### src/rtl/dvi_link_sequencer_pkg.sv
// rtl/dvi_link_sequencer_pkg.sv - state encodings and shared constants for the DVI link sequencer
package dvi_seq_pkg;

  typedef enum logic [2:0] {
    ST_IDLE      = 3'd0,
    ST_WAIT_LOCK = 3'd1,
    ST_SETTLE    = 3'd2,
    ST_WARM      = 3'd3,
    ST_ACTIVE    = 3'd4,
    ST_DRAIN     = 3'd5
  } state_t;

  localparam logic [7:0] ERR_SAT = 8'hFF;

  function automatic logic tg_run_of(input state_t s);
    return (s == ST_WARM) || (s == ST_ACTIVE) || (s == ST_DRAIN);
  endfunction

  function automatic logic tmds_en_of(input state_t s);
    return (s == ST_ACTIVE) || (s == ST_DRAIN);
  endfunction

endpackage

### src/rtl/dvi_link_sequencer_if.sv
// rtl/dvi_link_sequencer_if.sv - video-side signals between sequencer, timing generator and serializer
interface dvi_link_sequencer_if;
  logic       VD_i;
  logic [2:0] PAT_SEL_i;
  logic       TG_RUN_o;
  logic       TMDS_EN_o;
  logic [2:0] PAT_o;

  modport master (
    input  VD_i, PAT_SEL_i,
    output TG_RUN_o, TMDS_EN_o, PAT_o
  );

  modport slave (
    output VD_i, PAT_SEL_i,
    input  TG_RUN_o, TMDS_EN_o, PAT_o
  );
endinterface

### src/rtl/dvi_link_sequencer_sync_2ff.sv
// rtl/dvi_link_sequencer_sync_2ff.sv - two-flop synchronizer with async active-high clear
module sync_2ff (
  input  logic clk,
  input  logic rst,
  input  logic d,
  output logic q
);
  logic meta;

  always_ff @(posedge clk or posedge rst) begin
    if (rst) begin
      meta <= 1'b0;
      q    <= 1'b0;
    end else begin
      meta <= d;
      q    <= meta;
    end
  end
endmodule

### src/rtl/dvi_link_sequencer.sv
// rtl/dvi_link_sequencer.sv - PLL/enable bring-up sequencer gating timing generator and TMDS output
module dvi_link_sequencer
  import dvi_seq_pkg::*;
#(
  parameter int SETTLE_CYC  = 1024,
  parameter int WARM_FRAMES = 2
) (
  input  logic                 CK,
  input  logic                 AR,
  input  logic                 PLL_LOCK_i,
  input  logic                 EN_i,
  dvi_link_sequencer_if.master vid,
  output logic [2:0]           STATE_o,
  output logic [7:0]           ERR_CNT_o
);
  localparam int CW = $clog2(SETTLE_CYC + 1);

  logic          lock_s, en_s;
  logic          vd_d, vd_rise;
  logic          lock_loss;
  state_t        state, state_nxt;
  logic [CW-1:0] cyc_cnt;
  logic [7:0]    frame_cnt;
  logic          tg_run, tmds_en;
  logic [2:0]    pat;

  sync_2ff u_sync_lock (.clk(CK), .rst(AR), .d(PLL_LOCK_i), .q(lock_s));
  sync_2ff u_sync_en   (.clk(CK), .rst(AR), .d(EN_i),       .q(en_s));

  assign vd_rise = vid.VD_i & ~vd_d;

  // WAIT_LOCK is excluded: sitting there unlocked is the expected wait, not a loss event.
  assign lock_loss = !lock_s && (state == ST_SETTLE || state == ST_WARM ||
                                 state == ST_ACTIVE || state == ST_DRAIN);

  always_comb begin
    state_nxt = state;
    if (lock_loss) begin
      state_nxt = ST_WAIT_LOCK;
    end else begin
      case (state)
        ST_IDLE:      if (en_s) state_nxt = ST_WAIT_LOCK;
        ST_WAIT_LOCK: if (!en_s) state_nxt = ST_IDLE;
                      else if (lock_s) state_nxt = ST_SETTLE;
        ST_SETTLE:    if (!en_s) state_nxt = ST_IDLE;
                      else if (cyc_cnt == CW'(SETTLE_CYC - 1)) state_nxt = ST_WARM;
        ST_WARM:      if (!en_s) state_nxt = ST_IDLE;
                      else if (vd_rise && ({1'b0, frame_cnt} + 9'd1 == 9'(WARM_FRAMES)))
                        state_nxt = ST_ACTIVE;
        ST_ACTIVE:    if (!en_s) state_nxt = ST_DRAIN;
        ST_DRAIN:     if (vd_rise) state_nxt = ST_IDLE;
        default:      state_nxt = ST_IDLE;
      endcase
    end
  end

  always_ff @(posedge CK or posedge AR) begin
    if (AR) begin
      state     <= ST_IDLE;
      vd_d      <= 1'b0;
      cyc_cnt   <= '0;
      frame_cnt <= '0;
      tg_run    <= 1'b0;
      tmds_en   <= 1'b0;
      pat       <= '0;
      ERR_CNT_o <= '0;
    end else begin
      state   <= state_nxt;
      vd_d    <= vid.VD_i;
      tg_run  <= tg_run_of(state_nxt);
      tmds_en <= tmds_en_of(state_nxt);

      if (state == ST_SETTLE && state_nxt == ST_SETTLE)
        cyc_cnt <= cyc_cnt + 1'b1;
      else
        cyc_cnt <= '0;

      if (state == ST_WARM && state_nxt == ST_WARM) begin
        if (vd_rise) frame_cnt <= frame_cnt + 8'd1;
      end else begin
        frame_cnt <= '0;
      end

      if (lock_loss && ERR_CNT_o != ERR_SAT)
        ERR_CNT_o <= ERR_CNT_o + 8'd1;

      // Pattern only changes on a frame boundary so a frame is never split between patterns.
      if (vd_rise && (state == ST_ACTIVE || (state == ST_WARM && state_nxt == ST_ACTIVE)))
        pat <= vid.PAT_SEL_i;
    end
  end

  assign STATE_o       = state;
  assign vid.TG_RUN_o  = tg_run;
  assign vid.TMDS_EN_o = tmds_en;
  assign vid.PAT_o     = pat;
endmodule
### src/flat_wrapper.sv
// flat-port wrapper written by rule: the top's interface ports become plain ports
module dvi_link_sequencer_flat import dvi_seq_pkg::*;
#(
  parameter int SETTLE_CYC  = 1024,
  parameter int WARM_FRAMES = 2
)
  (CK, AR, PLL_LOCK_i, EN_i, STATE_o, ERR_CNT_o, vid_VD_i, vid_PAT_SEL_i, vid_TG_RUN_o, vid_TMDS_EN_o, vid_PAT_o);
  dvi_link_sequencer_if vid_i ();
  input  logic CK;
  input  logic AR;
  input  logic PLL_LOCK_i;
  input  logic EN_i;
  output logic [2:0] STATE_o;
  output logic [7:0] ERR_CNT_o;
  input wire logic [$bits(vid_i.VD_i)-1:0] vid_VD_i;
  input wire logic [$bits(vid_i.PAT_SEL_i)-1:0] vid_PAT_SEL_i;
  output wire logic [$bits(vid_i.TG_RUN_o)-1:0] vid_TG_RUN_o;
  output wire logic [$bits(vid_i.TMDS_EN_o)-1:0] vid_TMDS_EN_o;
  output wire logic [$bits(vid_i.PAT_o)-1:0] vid_PAT_o;
  assign vid_i.VD_i = vid_VD_i;
  assign vid_i.PAT_SEL_i = vid_PAT_SEL_i;
  assign vid_TG_RUN_o = vid_i.TG_RUN_o;
  assign vid_TMDS_EN_o = vid_i.TMDS_EN_o;
  assign vid_PAT_o = vid_i.PAT_o;
  dvi_link_sequencer #(.SETTLE_CYC(SETTLE_CYC), .WARM_FRAMES(WARM_FRAMES)) u_core (.CK(CK), .AR(AR), .PLL_LOCK_i(PLL_LOCK_i), .EN_i(EN_i), .vid(vid_i), .STATE_o(STATE_o), .ERR_CNT_o(ERR_CNT_o));
endmodule
### config.mk
export PLATFORM = sky130hd
export DESIGN_NAME = dvi_link_sequencer_flat
export DESIGN_NICKNAME = d
export VERILOG_FILES = /design/src/rtl/dvi_link_sequencer_pkg.sv /design/src/rtl/dvi_link_sequencer_if.sv /design/src/rtl/dvi_link_sequencer_sync_2ff.sv /design/src/rtl/dvi_link_sequencer.sv /design/src/flat_wrapper.sv
export SDC_FILE = /design/constraint.sdc
export NUM_CORES = 1
export LEC_CHECK = 0
export BUFFER_PORTS_ARGS = -buffer_cell sky130_fd_sc_hd__buf_2
export CORE_UTILIZATION = 38
export CTS_BUF_LIST = sky130_fd_sc_hd__clkbuf_4
export DETAILED_ROUTE_END_ITERATION = 12
export GPL_ROUTABILITY_DRIVEN = 0
export PLACE_DENSITY = 0.64
export SLEW_MARGIN = 30
export SYNTH_ARGS = -nofsm -noshare
export SYNTH_HDL_FRONTEND = slang
export SYNTH_SLANG_ARGS = --single-unit
### constraint.sdc
create_clock -name CK -period 4.5 [get_ports CK]
set_input_delay 0.45 -clock CK [delete_from_list [all_inputs] [get_ports CK]]
set_output_delay 0.45 -clock CK [all_outputs]
set_load 0.02 [all_outputs]
# After elaboration in Yosys (flattened, before gate mapping)
# Index checks and enable logic that the tools add are counted.
# classes
eq_ne,13
shifts,0
add_sub_neg,4
muxes,14
reduce_logical,16
magnitude_cmp,0
multipliers,0
n_bitwise,2
n_div,0
# ops
operator,n
2-to-1 mux 3 bit,10
one-hot mux 3 bit (6 select lines),1
"adder 8 x 1 -> 8 bit, second input constant",2
2-to-1 mux 8 bit,2
"== test 3 x 2 -> 1 bit, second input constant",4
"== test 3 bit, second input constant",4
"adder 11 x 1 -> 11 bit, second input constant",1
"== test 11 x 10 -> 1 bit, second input constant",1
2-to-1 mux 11 bit,1
"adder 8 x 1 -> 9 bit, second input constant",1
"== test 9 x 2 -> 1 bit, second input constant",1
"inequality test 8 bit, second input constant",1
logical AND 1 bit,7
logical OR 1 bit,7
"== test 3 x 1 -> 1 bit, second input constant",1
zero test 3 bit,1
"inequality test 2 x 1 -> 1 bit, second input constant",1
AND 1 bit,1
zero test 1 bit,1
NOT 1 bit,1
# word_totals
out_inout_bits,16
mem_count,0
regBits,40
mem_bits_rw,0
latch_bits,0
inputBits,8
rom_bits,0

# Longest topological paths before layout
# Gate-level depths: netlist of run 1.
# depth
word_depth,11
mapped_depth,7
mapped_depth_nobuf,7

# Cells and area by module
# Synthesis of run 1 repeated with hierarchy kept, for this count alone.
# hier_totals
hier_cells,196
hier_area_um2,1985.7
# by_module_without_submodules
module,n_inst,cells_per_inst,area_per_inst_um2
dvi_link_sequencer,1,190,1878.1
sync_2ff,2,3,53.8

# Least setup slack after synthesis of run 1
# OpenSTA, ideal clock, no wires.
# synth_path
path_type,flip-flop to flip-flop
from,register u_core.frame_cnt[0]
to,register u_core.frame_cnt[1]
path_slack_ns,2.700
arrival_ns,1.662
stages_incl_launch_ff,7
required_ns,4.362
path_cell_list,dfrtp_1 ha_1 and3_4 or4_4 o31a_4 o21ai_4 a211oi_1
# synth_between
elab_chain_cells,10
elab_cells_between_ends,13
# synth_rtl
element,line_no,rtl
from (decl),dvi_link_sequencer.sv:23,logic [7:0] frame_cnt;
from (signal assigned),dvi_link_sequencer.sv:79,if (vd_rise) frame_cnt <= frame_cnt + 8'd1;
adder 8 x 1 -> 9 bit,dvi_link_sequencer.sv:48,"else if (vd_rise && ({1'b0, frame_cnt} + 9'd1 == 9'(WARM_FRAMES)))"
== test 9 x 2 -> 1 bit,dvi_link_sequencer.sv:48,
logical AND 1 bit,dvi_link_sequencer.sv:48,
2-to-1 mux 3 bit,dvi_link_sequencer.sv:48,
2-to-1 mux 3 bit,dvi_link_sequencer.sv:47,ST_WARM: if (!en_s) state_nxt = ST_IDLE;
one-hot mux 3 bit (6 select lines),dvi_link_sequencer.sv:41,case (state)
2-to-1 mux 3 bit,dvi_link_sequencer.sv:38,if (lock_loss) begin
== test 3 x 2 -> 1 bit,dvi_link_sequencer.sv:78,if (state == ST_WARM && state_nxt == ST_WARM) begin
logical AND 1 bit,dvi_link_sequencer.sv:78,
inequality test 2 x 1 -> 1 bit (no source line) / 2-to-1 mux 8 bit (equally long branches),-,
# Parallel ways exist; a longest one is shown, timed or not. The select of a mux whose other input is x is not followed.
# A chain may end at the register's enable or synchronous reset.

# Final worst setup path of run 1
# layout_path
from,register u_core.frame_cnt[1]
to,register u_core.frame_cnt[1]
# The elaborated chain is that of the path after synthesis.

==> results.cfg, run 1 <==
[placement]
dp_hpwl_um = 2410
dp_cells = 278
numPortBuffers = 23

[global_route]
grt_max_degree = 41
grt_pass1_vias = 1287
grt_use_met3_pct = 4.07
grt_pass1_wl_um = 5740
gr-max-usage-layer = met2
overflow = 0
use_met2_pct = 20.8
globalRouteMet1Util_pct = 18.2
grt_usage_pct = 13.7
antenna_found_initial = 0

[synthesis]
synth_compound_area_share_pct = 8.75
synth_nets = 202
yosysUniqueCellTypes = 40
yosys.area_share.simple_pct = 24.1
synth_top_family_by_area = simple AND/OR/NAND/NOR gates
synth_xor_area_share_pct = 11.4
yosysMostFrequentCell = dfrtp_1
synthCells = 190
synthArstFlopShare_pct = 100
synth_ff_type = dfrtp_1
synthAdderAreaFrac_pct = 2.50
synth_edf_count = 0
yosys_warnings = 0
synth_top_area_share_pct = 50.0
synthTopCellsByCount = 40 x dfrtp_1, 27 x nor2_1, 15 x xnor2_1, 13 x nand3_1, 12 x nand2_1
muxShareOfSynthArea_pct = 0.563
synth-seq-area-share_pct = 50.0
ys_ff_latch = 40
synth_area_leader_cell = dfrtp_1
avgSynthCellArea_um2 = 10.5
synth_area_um2 = 2000
synth_area_leaders = dfrtp_1 50%, xnor2_1 6.6%, nor2_1 5.1%

[run]
drv_cap = 0

[worst_setup_path]
cp_top_family = simple AND/OR/NAND/NOR gates
path_depth = 7
cp-start-kind = flip-flop
worst_r2r_startpoint = u_core.frame_cnt[1]
critPathArrivalTime_ns = 2.21
required_ns = 4.70
startpoint = u_core.frame_cnt[1]
critPathMaxFanout = 8
endpoint = u_core.frame_cnt[1]
crit_path_end_kind = flip-flop
crit_path_max_incr_delay_ns = 0.51
worst-path-buf-inv = 1
timing.rr.end = u_core.frame_cnt[1]
crit_chain = inv_1 > ha_1 > nand4bb_4 > or4_4 > o31a_4 > o21ai_4 > a211oi_1
reg2reg_depth = 7
crit_type = reg -> reg
crit_path_top_delay_cell = or4_4
reg2reg_setup_slack_ns = 2.50

[sta]
period_share_pct = 44.5
fmax_mhz = 499
maxSlewViolCount = 0
rsz0062_at_grt = false
worstMarginPinSlew_ns = 0.695
clock-skew-final_ns = 0.0197
tns_ns = 0
setup_viol = 0
finalCriticalPeriod_ns = 2.00
hold_viol = 0
slew_headroom_pct = 53.5

[die]
pin_count = 24
coreArea_um2 = 5070
die_w_um = 74.6
start_util_pct = 39.4
rows = 26
die_area_um2 = 5560
fp.dieH_um = 74.6

[clock_tree]
clk_latency_ns = 0.35
hold_buffers = 0
numCtsBuffers = 5
ctsRootBufferMaster = clkbuf_4
clk_pin_slew_ns = 0.13
clockBufferDepth = 2
tritoncts = done
cts_resized = 0
cts.sink_count = 40
cts_setup_buffers = 0
htreeDepth = 2

[layout]
nFillCells = 503
area_delta_synth_final_pct = 11.3
drive_gt1_share_pct = 19.4
diodes = 0
nets = 227
multi_input_area_um2 = 946
instances_no_fill = 286
seqCellArea_um2 = 1000

[route]
drc = 0
vias = 1427
firstDrtPassIters = 4
detail-route-antenna-nets = 0
drt_iter0_markers = 67
drt-total-wl_um = 3400
viasPerCell = 4.99
routedWlPerCell_um = 11.9

[status]
status = finished clean

[worst_hold_path]
hp-class = in -> async

[power_and_ir_drop]
p_leak_nw = 0.967
ir_drop_mv = 0.116
power.density_nw_per_um2 = 304
## state kept, by name, summed over array words and instances, names as in the netlist
signal / cells
u_core.u_sync_en.meta: 1
u_core.u_sync_lock.meta: 1
u_core.frame_cnt: 8
u_core.cyc_cnt: 11
u_core.ERR_CNT_o: 8
u_core.vid.TMDS_EN_o: 1
u_core.u_sync_en.q: 1
u_core.STATE_o: 3
u_core.vd_d: 1
u_core.vid.TG_RUN_o: 1
u_core.vid.PAT_o: 3
u_core.u_sync_lock.q: 1
## worst min-delay path by stage
stage                           from                       to  slack (ns)  depth (start not counted)
2_1_floorplan  u_core.u_sync_en.meta       u_core.u_sync_en.q        0.33                          0
3_3_place_gp   u_core.u_sync_en.meta       u_core.u_sync_en.q        0.34                          0
3_5_place_dp   u_core.u_sync_en.meta       u_core.u_sync_en.q        0.33                          0
4_1_cts                   PLL_LOCK_i  u_core.u_sync_lock.meta        0.18                          1
5_1_grt                   PLL_LOCK_i  u_core.u_sync_lock.meta        0.18                          1
6_report                          AR       u_core.cyc_cnt[10]        0.19                          3
## power breakdown
part | internal, mW | switching [mW] | leakage, nW
Combinational | 0.0359 | 0.0557 | 0.394
Clock | 0.0601 | 0.119 | 0.0349
Sequential | 0.380 | 0.0266 | 0.538
## metrics by stage
step	util (%)	area, um2	hold WS [ns]	setup WS [ns]	total power, mW
floorplan	-	2000	0.331	2.70	0.473
global placement	42.8	2170	0.338	2.54	0.505
detailed placement	42.8	2170	0.335	2.52	0.507
CTS	43.9	2230	0.185	2.49	0.689
global route	43.9	2230	0.181	2.41	0.719
finish	43.9	2230	0.192	2.50	0.677
## worst min-delay path: cells and delay by family
kind                   cells  cell delay [ns]
buffers and inverters      3             0.54
## final cells by class
cell class,instances,area share (%)
inverter,4,0.674
clock buffer,5,1.68
sequential,40,44.9
clock inverter,3,0.842
timing repair buffer,24,5.50
multi-input combinational,140,42.4
tap,70,3.93
## logic make-up after synthesis
family          after synthesis
xor+xnor                     26
flops                        40
simple gates                 88
compound gates               21
fa+ha+maj                     4
buf+inv                      10
mux                           1
## cells in the final DEF, fill, tap and decap left out, drive strengths merged, types with 5 or more instances in the layout
| cell | netlist | layout |
|---|---|---|
| xor2 | 11 | 11 |
| nand3 | 13 | 13 |
| nor2 | 27 | 27 |
| nand4 | 9 | 9 |
| and3 | 8 | 8 |
| buf | 4 | 24 |
| xnor2 | 15 | 15 |
| nand2 | 12 | 12 |
| dfrtp | 40 | 40 |
| clkbuf | 2 | 5 |
| nor3 | 5 | 5 |
## layer usage
| layer | wire length [um] | share of wire [%] | vias up |
|---|---|---|---|
| met5 | 0 | 0 | - |
| met4 | 51 | 1.5 | 0 |
| met3 | 148 | 4.4 | 5 |
| met2 | 1490 | 44 | 37 |
| met1 | 1710 | 50 | 668 |
| li1 | - | - | 717 |
Power figures use the tool's default switching activity.
==> run 2: changes to the inputs <==
--- a/config.mk
+++ b/config.mk
@@ -10,7 +10,7 @@
 export CTS_BUF_LIST = sky130_fd_sc_hd__clkbuf_4
 export DETAILED_ROUTE_END_ITERATION = 12
 export GPL_ROUTABILITY_DRIVEN = 0
-export PLACE_DENSITY = 0.64
+export PLACE_DENSITY = 0.66
 export SLEW_MARGIN = 30
 export SYNTH_ARGS = -nofsm -noshare
 export SYNTH_HDL_FRONTEND = slang
==> constraint.sdc (replaced) <==
create_clock -name CK -period 1.6 [get_ports CK]
set_input_delay 0.16 -clock CK [delete_from_list [all_inputs] [get_ports CK]]
set_output_delay 0.16 -clock CK [all_outputs]
set_load 0.02 [all_outputs]
==> results.cfg, run 2 (synthesized netlist as in run 1, its figures left out) <==
[clock_tree]
cts.sink_count = 40
clk_pin_slew_ns = 0.13
numCtsBuffers = 5
htreeDepth = 2
clockBufferDepth = 2
tritoncts = done
ctsRootBufferMaster = clkbuf_4
clk_latency_ns = 0.37

[sta]
setup_viol = 15
clock-skew-final_ns = 0.0202
finalCriticalPeriod_ns = 1.89
fin_ws_ns = -0.291
maxSlewViolCount = 0
fmax_mhz = 529
hold_viol = 0
rsz0062_at_grt = true
worstMarginPinSlew_ns = 0.492
period_share_pct = 118
slew_headroom_pct = 67.2

[die]
die_w_um = 74.6
rows = 26
pin_count = 24
coreArea_um2 = 5070
die_area_um2 = 5560
fp.dieH_um = 74.6
start_util_pct = 39.4

[layout]
instances_no_fill = 323
diodes = 0
final_util_pct = 52.1
nFillCells = 493
drive_gt1_share_pct = 38.3
final_cell_mix = 34 x buf_4, 34 x dfrtp_1, 26 x nor2_1
area_delta_synth_final_pct = 32.1
largestRegisters = u_core.cyc_cnt: 11 flops, u_core.ERR_CNT_o: 8 flops, u_core.frame_cnt: 8 flops
largest_reg_flops = 11
regMostFlops = u_core.cyc_cnt
nets = 264

[worst_setup_path]
crit_path_end_kind = flip-flop
reg2reg_setup_slack_ns = -0.29
crit_type = reg -> reg
critPathMaxFanout = 8
critPathArrivalTime_ns = 2.13
cp-start-kind = flip-flop
timing.rr.end = u_core.frame_cnt[1]
reg2reg_depth = 7
worst_r2r_startpoint = u_core.frame_cnt[1]
required_ns = 1.84

[route]
drt-total-wl_um = 4070
drc = 0
detail-route-antenna-nets = 0
viasPerCell = 4.93
drt_iter0_markers = 58
routedWlPerCell_um = 12.6
firstDrtPassIters = 5
vias = 1591

[worst_hold_path]
hold_end = u_core.vid.PAT_o[1]
hold_depth = 3
worstHoldStart = vid_PAT_SEL_i[1]
hp-class = in -> reg

[placement]
dp_cells = 310
numPortBuffers = 23
dp_hpwl_um = 2900

[status]
violations = negative setup slack
status = complete, but fails checks

[global_route]
grt_usage_pct = 15.9
overflow = 0
grt_pass1_vias = 1500
grt_pass1_wl_um = 6660
antenna_found_initial = 0
grt_max_degree = 41

[power_and_ir_drop]
total_power_mw = 2.25
power.density_nw_per_um2 = 850
ir_drop_mv = 0.671
p_leak_nw = 1.17

[run]
drv_cap = 0
-- run 2: cell types whose count changed in the layout (fill, tap and decap cells not counted), sizes merged --
cell / before / now
clkinvlp: 0 / 1
clkinv: 3 / 1
buf: 24 / 57
bufinv: 0 / 1
dlygate4sd3: 0 / 4
-- run 2: worst max-delay path, cell delays in order (launching register included) --
cell and delay (ns):
dfrtp_1 0.43, inv_1 0.07, ha_2 0.18, nand4bb_4 0.11, or4_4 0.50, o31a_4 0.15, o21ai_4 0.25, a211oi_1 0.09
-- run 2: metal layers --
layer  GRT usage (%)  wire, um
met5               0         0
met4            5.45        39
met3            5.01       157
met2            24.4      1920
met1            21.4      1960
-- run 2: worst max path at each step --
| stage | startpoint | endpoint | slack, ns | cells after the start |
|---|---|---|---|---|
| floorplan | u_core.frame_cnt[1] | u_core.frame_cnt[1] | -0.19 | 7 |
| global placement | u_core.frame_cnt[1] | u_core.frame_cnt[1] | -0.26 | 7 |
| detailed placement | u_core.frame_cnt[1] | u_core.frame_cnt[1] | -0.28 | 7 |
| CTS | u_core.frame_cnt[1] | u_core.frame_cnt[1] | -0.30 | 7 |
| global route | u_core.frame_cnt[1] | u_core.frame_cnt[1] | -0.37 | 7 |
| finish | u_core.frame_cnt[1] | u_core.frame_cnt[1] | -0.29 | 7 |
-- run 2: per-stage QoR --
step | area [um2] | hold slack (ns) | setup WS [ns] | TNS, ns
final | 2650 | 0.0779 | -0.291 | -3.86
after detailed placement | 2450 | 0.270 | -0.281 | -3.67
after global placement | 2450 | 0.275 | -0.258 | -3.29
after floorplan | 2040 | 0.191 | -0.192 | -2.50
after global routing | 2650 | 0.0592 | -0.374 | -5.14
after CTS | 2600 | 0.0751 | -0.299 | -3.94
-- run 2: report_power, final --
group,switching [mW],internal [mW],leakage [nW]
clock network,0.358,0.326,0.0412
registers,0.0479,1.08,0.531
logic,0.232,0.207,0.599
-- run 2: layout make-up --
cell class | instances | area (um2) | area share [%]
inverters | 4 | 15.0 | 0.568
multi-input cells | 140 | 1040 | 39.5
flip-flops and latches | 40 | 1010 | 38.1
clock buffers | 5 | 37.5 | 1.42
well taps | 70 | 87.6 | 3.31
clock inverters | 3 | 42.5 | 1.61
repair buffers | 61 | 410 | 15.5
-- run 2: what timing repair did --
item                       CTS  global route
hold buffers                 4             0
cloned                       0             0
setup endpoints to repair   16            31
resized for setup            4            12
hold endpoints to repair    43             0
pin swaps                    4             3
setup buffers                1             0
==> run 3: changes to the inputs <==
--- a/config.mk
+++ b/config.mk
@@ -9,8 +9,8 @@
 export CORE_UTILIZATION = 38
 export CTS_BUF_LIST = sky130_fd_sc_hd__clkbuf_4
 export DETAILED_ROUTE_END_ITERATION = 12
-export GPL_ROUTABILITY_DRIVEN = 0
 export PLACE_DENSITY = 0.66
+export RECOVER_POWER = 100
 export SLEW_MARGIN = 30
 export SYNTH_ARGS = -nofsm -noshare
 export SYNTH_HDL_FRONTEND = slang
==> constraint.sdc (replaced) <==
create_clock -name CK -period 1.7 [get_ports CK]
set_input_delay 0.17 -clock CK [delete_from_list [all_inputs] [get_ports CK]]
set_output_delay 0.17 -clock CK [all_outputs]
set_load 0.02 [all_outputs]
==> results.cfg, run 3 (synthesized netlist as in run 1, its figures left out) <==
[sta]
hold_viol = 0
fmax_mhz = 531
setup_viol = 15
worstMarginPinSlew_ns = 0.957
fin_ws_ns = -0.185
period_share_pct = 111
rsz0062_at_grt = true
clock-skew-final_ns = 0.0145
maxSlewViolCount = 0
finalCriticalPeriod_ns = 1.88
slew_headroom_pct = 36.2
hold_slack_ns = 0.119

[global_route]
overflow = 0
grt_max_degree = 41
antenna_found_initial = 0
grt_pass1_wl_um = 6310
grt_usage_pct = 15.0
grt_pass1_vias = 1421

[die]
die_w_um = 74.6
pin_count = 24
start_util_pct = 39.4
die_area_um2 = 5560
fp.dieH_um = 74.6
coreArea_um2 = 5070
rows = 26

[clock_tree]
clockBufferDepth = 2
cts.sink_count = 40
numCtsBuffers = 5
ctsRootBufferMaster = clkbuf_4
htreeDepth = 2
tritoncts = done
clk_pin_slew_ns = 0.11
clk_latency_ns = 0.35

[placement]
placed_cell_area_um2 = 2360
place_congestion = 0.776
numPortBuffers = 23
dp_hpwl_um = 2740
pre_cts_ws_ns = -0.188

[route]
detail-route-antenna-nets = 0
routedWlPerCell_um = 12.1
viasPerCell = 4.84
vias = 1539
drc = 0
drt-total-wl_um = 3850
drt_iter0_markers = 60
firstDrtPassIters = 4

[layout]
final_cell_mix = 37 x dfrtp_1, 26 x nor2_1, 24 x buf_4
nets = 259
diodes = 0
drive_gt1_share_pct = 25.8
nFillCells = 495
largest_reg_flops = 11
regMostFlops = u_core.cyc_cnt
largestRegisters = u_core.cyc_cnt: 11 flops, u_core.ERR_CNT_o: 8 flops, u_core.frame_cnt: 8 flops
area_delta_synth_final_pct = 24.9
layout.cells.most_common = dfrtp_1
fin_area_um2 = 2500

[worst_setup_path]
critPathArrivalTime_ns = 2.11
cp-start-kind = flip-flop
crit_path_top_delay_cell = dfrtp_2
reg2reg_depth = 6
required_ns = 1.93
critPathMaxFanout = 8
crit_path_end_kind = flip-flop
crit_chain = ha_2 > and3_4 > or4_4 > o31a_4 > o21ai_4 > nor2_1
crit_path_max_incr_delay_ns = 0.47
crit_type = reg -> reg

[worst_hold_path]
hp-class = in -> reg
hold_depth = 3

[power_and_ir_drop]
ir_drop_mv = 0.438
power.density_nw_per_um2 = 746
p_leak_nw = 1.05

[status]
violations = negative setup slack
status = complete, but fails checks

[run]
drv_cap = 0
==> run 3: metal layers <==
metal,share of wire [%],global-route usage (%)
met5,0,0
met4,1.5,5.66
met3,2.6,3.25
met2,46,23.7
met1,50,20.0
==> run 3: critical path: cells and delay by family (launching register included) <==
| family | cells | cell delay (ns) |
|---|---|---|
| flops | 1 | 0.47 |
| simple gates | 3 | 0.68 |
| fa+ha+maj | 1 | 0.20 |
| compound gates | 2 | 0.42 |
==> run 3: path summary, 6_finish.rpt <==
kind / from / endpoint / slack, ns
min in group asynchronous: AR / u_core.ERR_CNT_o[0] / 0.64
setup / recovery: u_core.frame_cnt[0] / u_core.frame_cnt[7] / -0.18
hold / removal: vid_PAT_SEL_i[2] / u_core.vid.PAT_o[2] / 0.12
setup reg to reg: u_core.frame_cnt[0] / u_core.frame_cnt[7] / -0.18
max in group asynchronous: AR / u_core.ERR_CNT_o[1] / 0.41
hold reg to reg: u_core.u_sync_lock.meta / u_core.u_sync_lock.q / 0.37
==> run 3: where the power goes <==
group          internal (mW)  total [mW]  switching [mW]  leakage (nW)
registers               1.01        1.05          0.0421         0.534
clock network          0.176       0.481           0.306        0.0317
logic                  0.134       0.331           0.197         0.479
==> run 3: final cells by class <==
cell class,instances,area [um2],area share [%]
flip-flops and latches,40,1000,40.2
multi-input cells,140,996,39.8
repair buffers,56,339,13.6
well taps,70,87.6,3.50
clock buffers,6,45.0,1.80
inverters,4,15.0,0.601
clock inverters,2,12.5,0.501
==> run 3: per-stage QoR <==
stage                     std cells  total power [mW]  util (%)  TNS (ns)
after CTS                       316              1.89      49.0     -2.50
final                           318              1.86      49.3     -2.32
after detailed placement        303              1.39      46.6     -2.22
after floorplan                 190              1.26         -    -0.976
after global routing            318              1.99      49.3     -4.54
after global placement          303              1.38      46.6     -1.74
==> run 3: timing repair <==
item / CTS / global route
hold buffers: 4 / 0
buffers inserted: 1 / 2
hold endpoints to repair: 43 / 0
pin swaps: 3 / 4
endpoints found under the setup margin: 15 / 28
gates resized for setup: 4 / 8
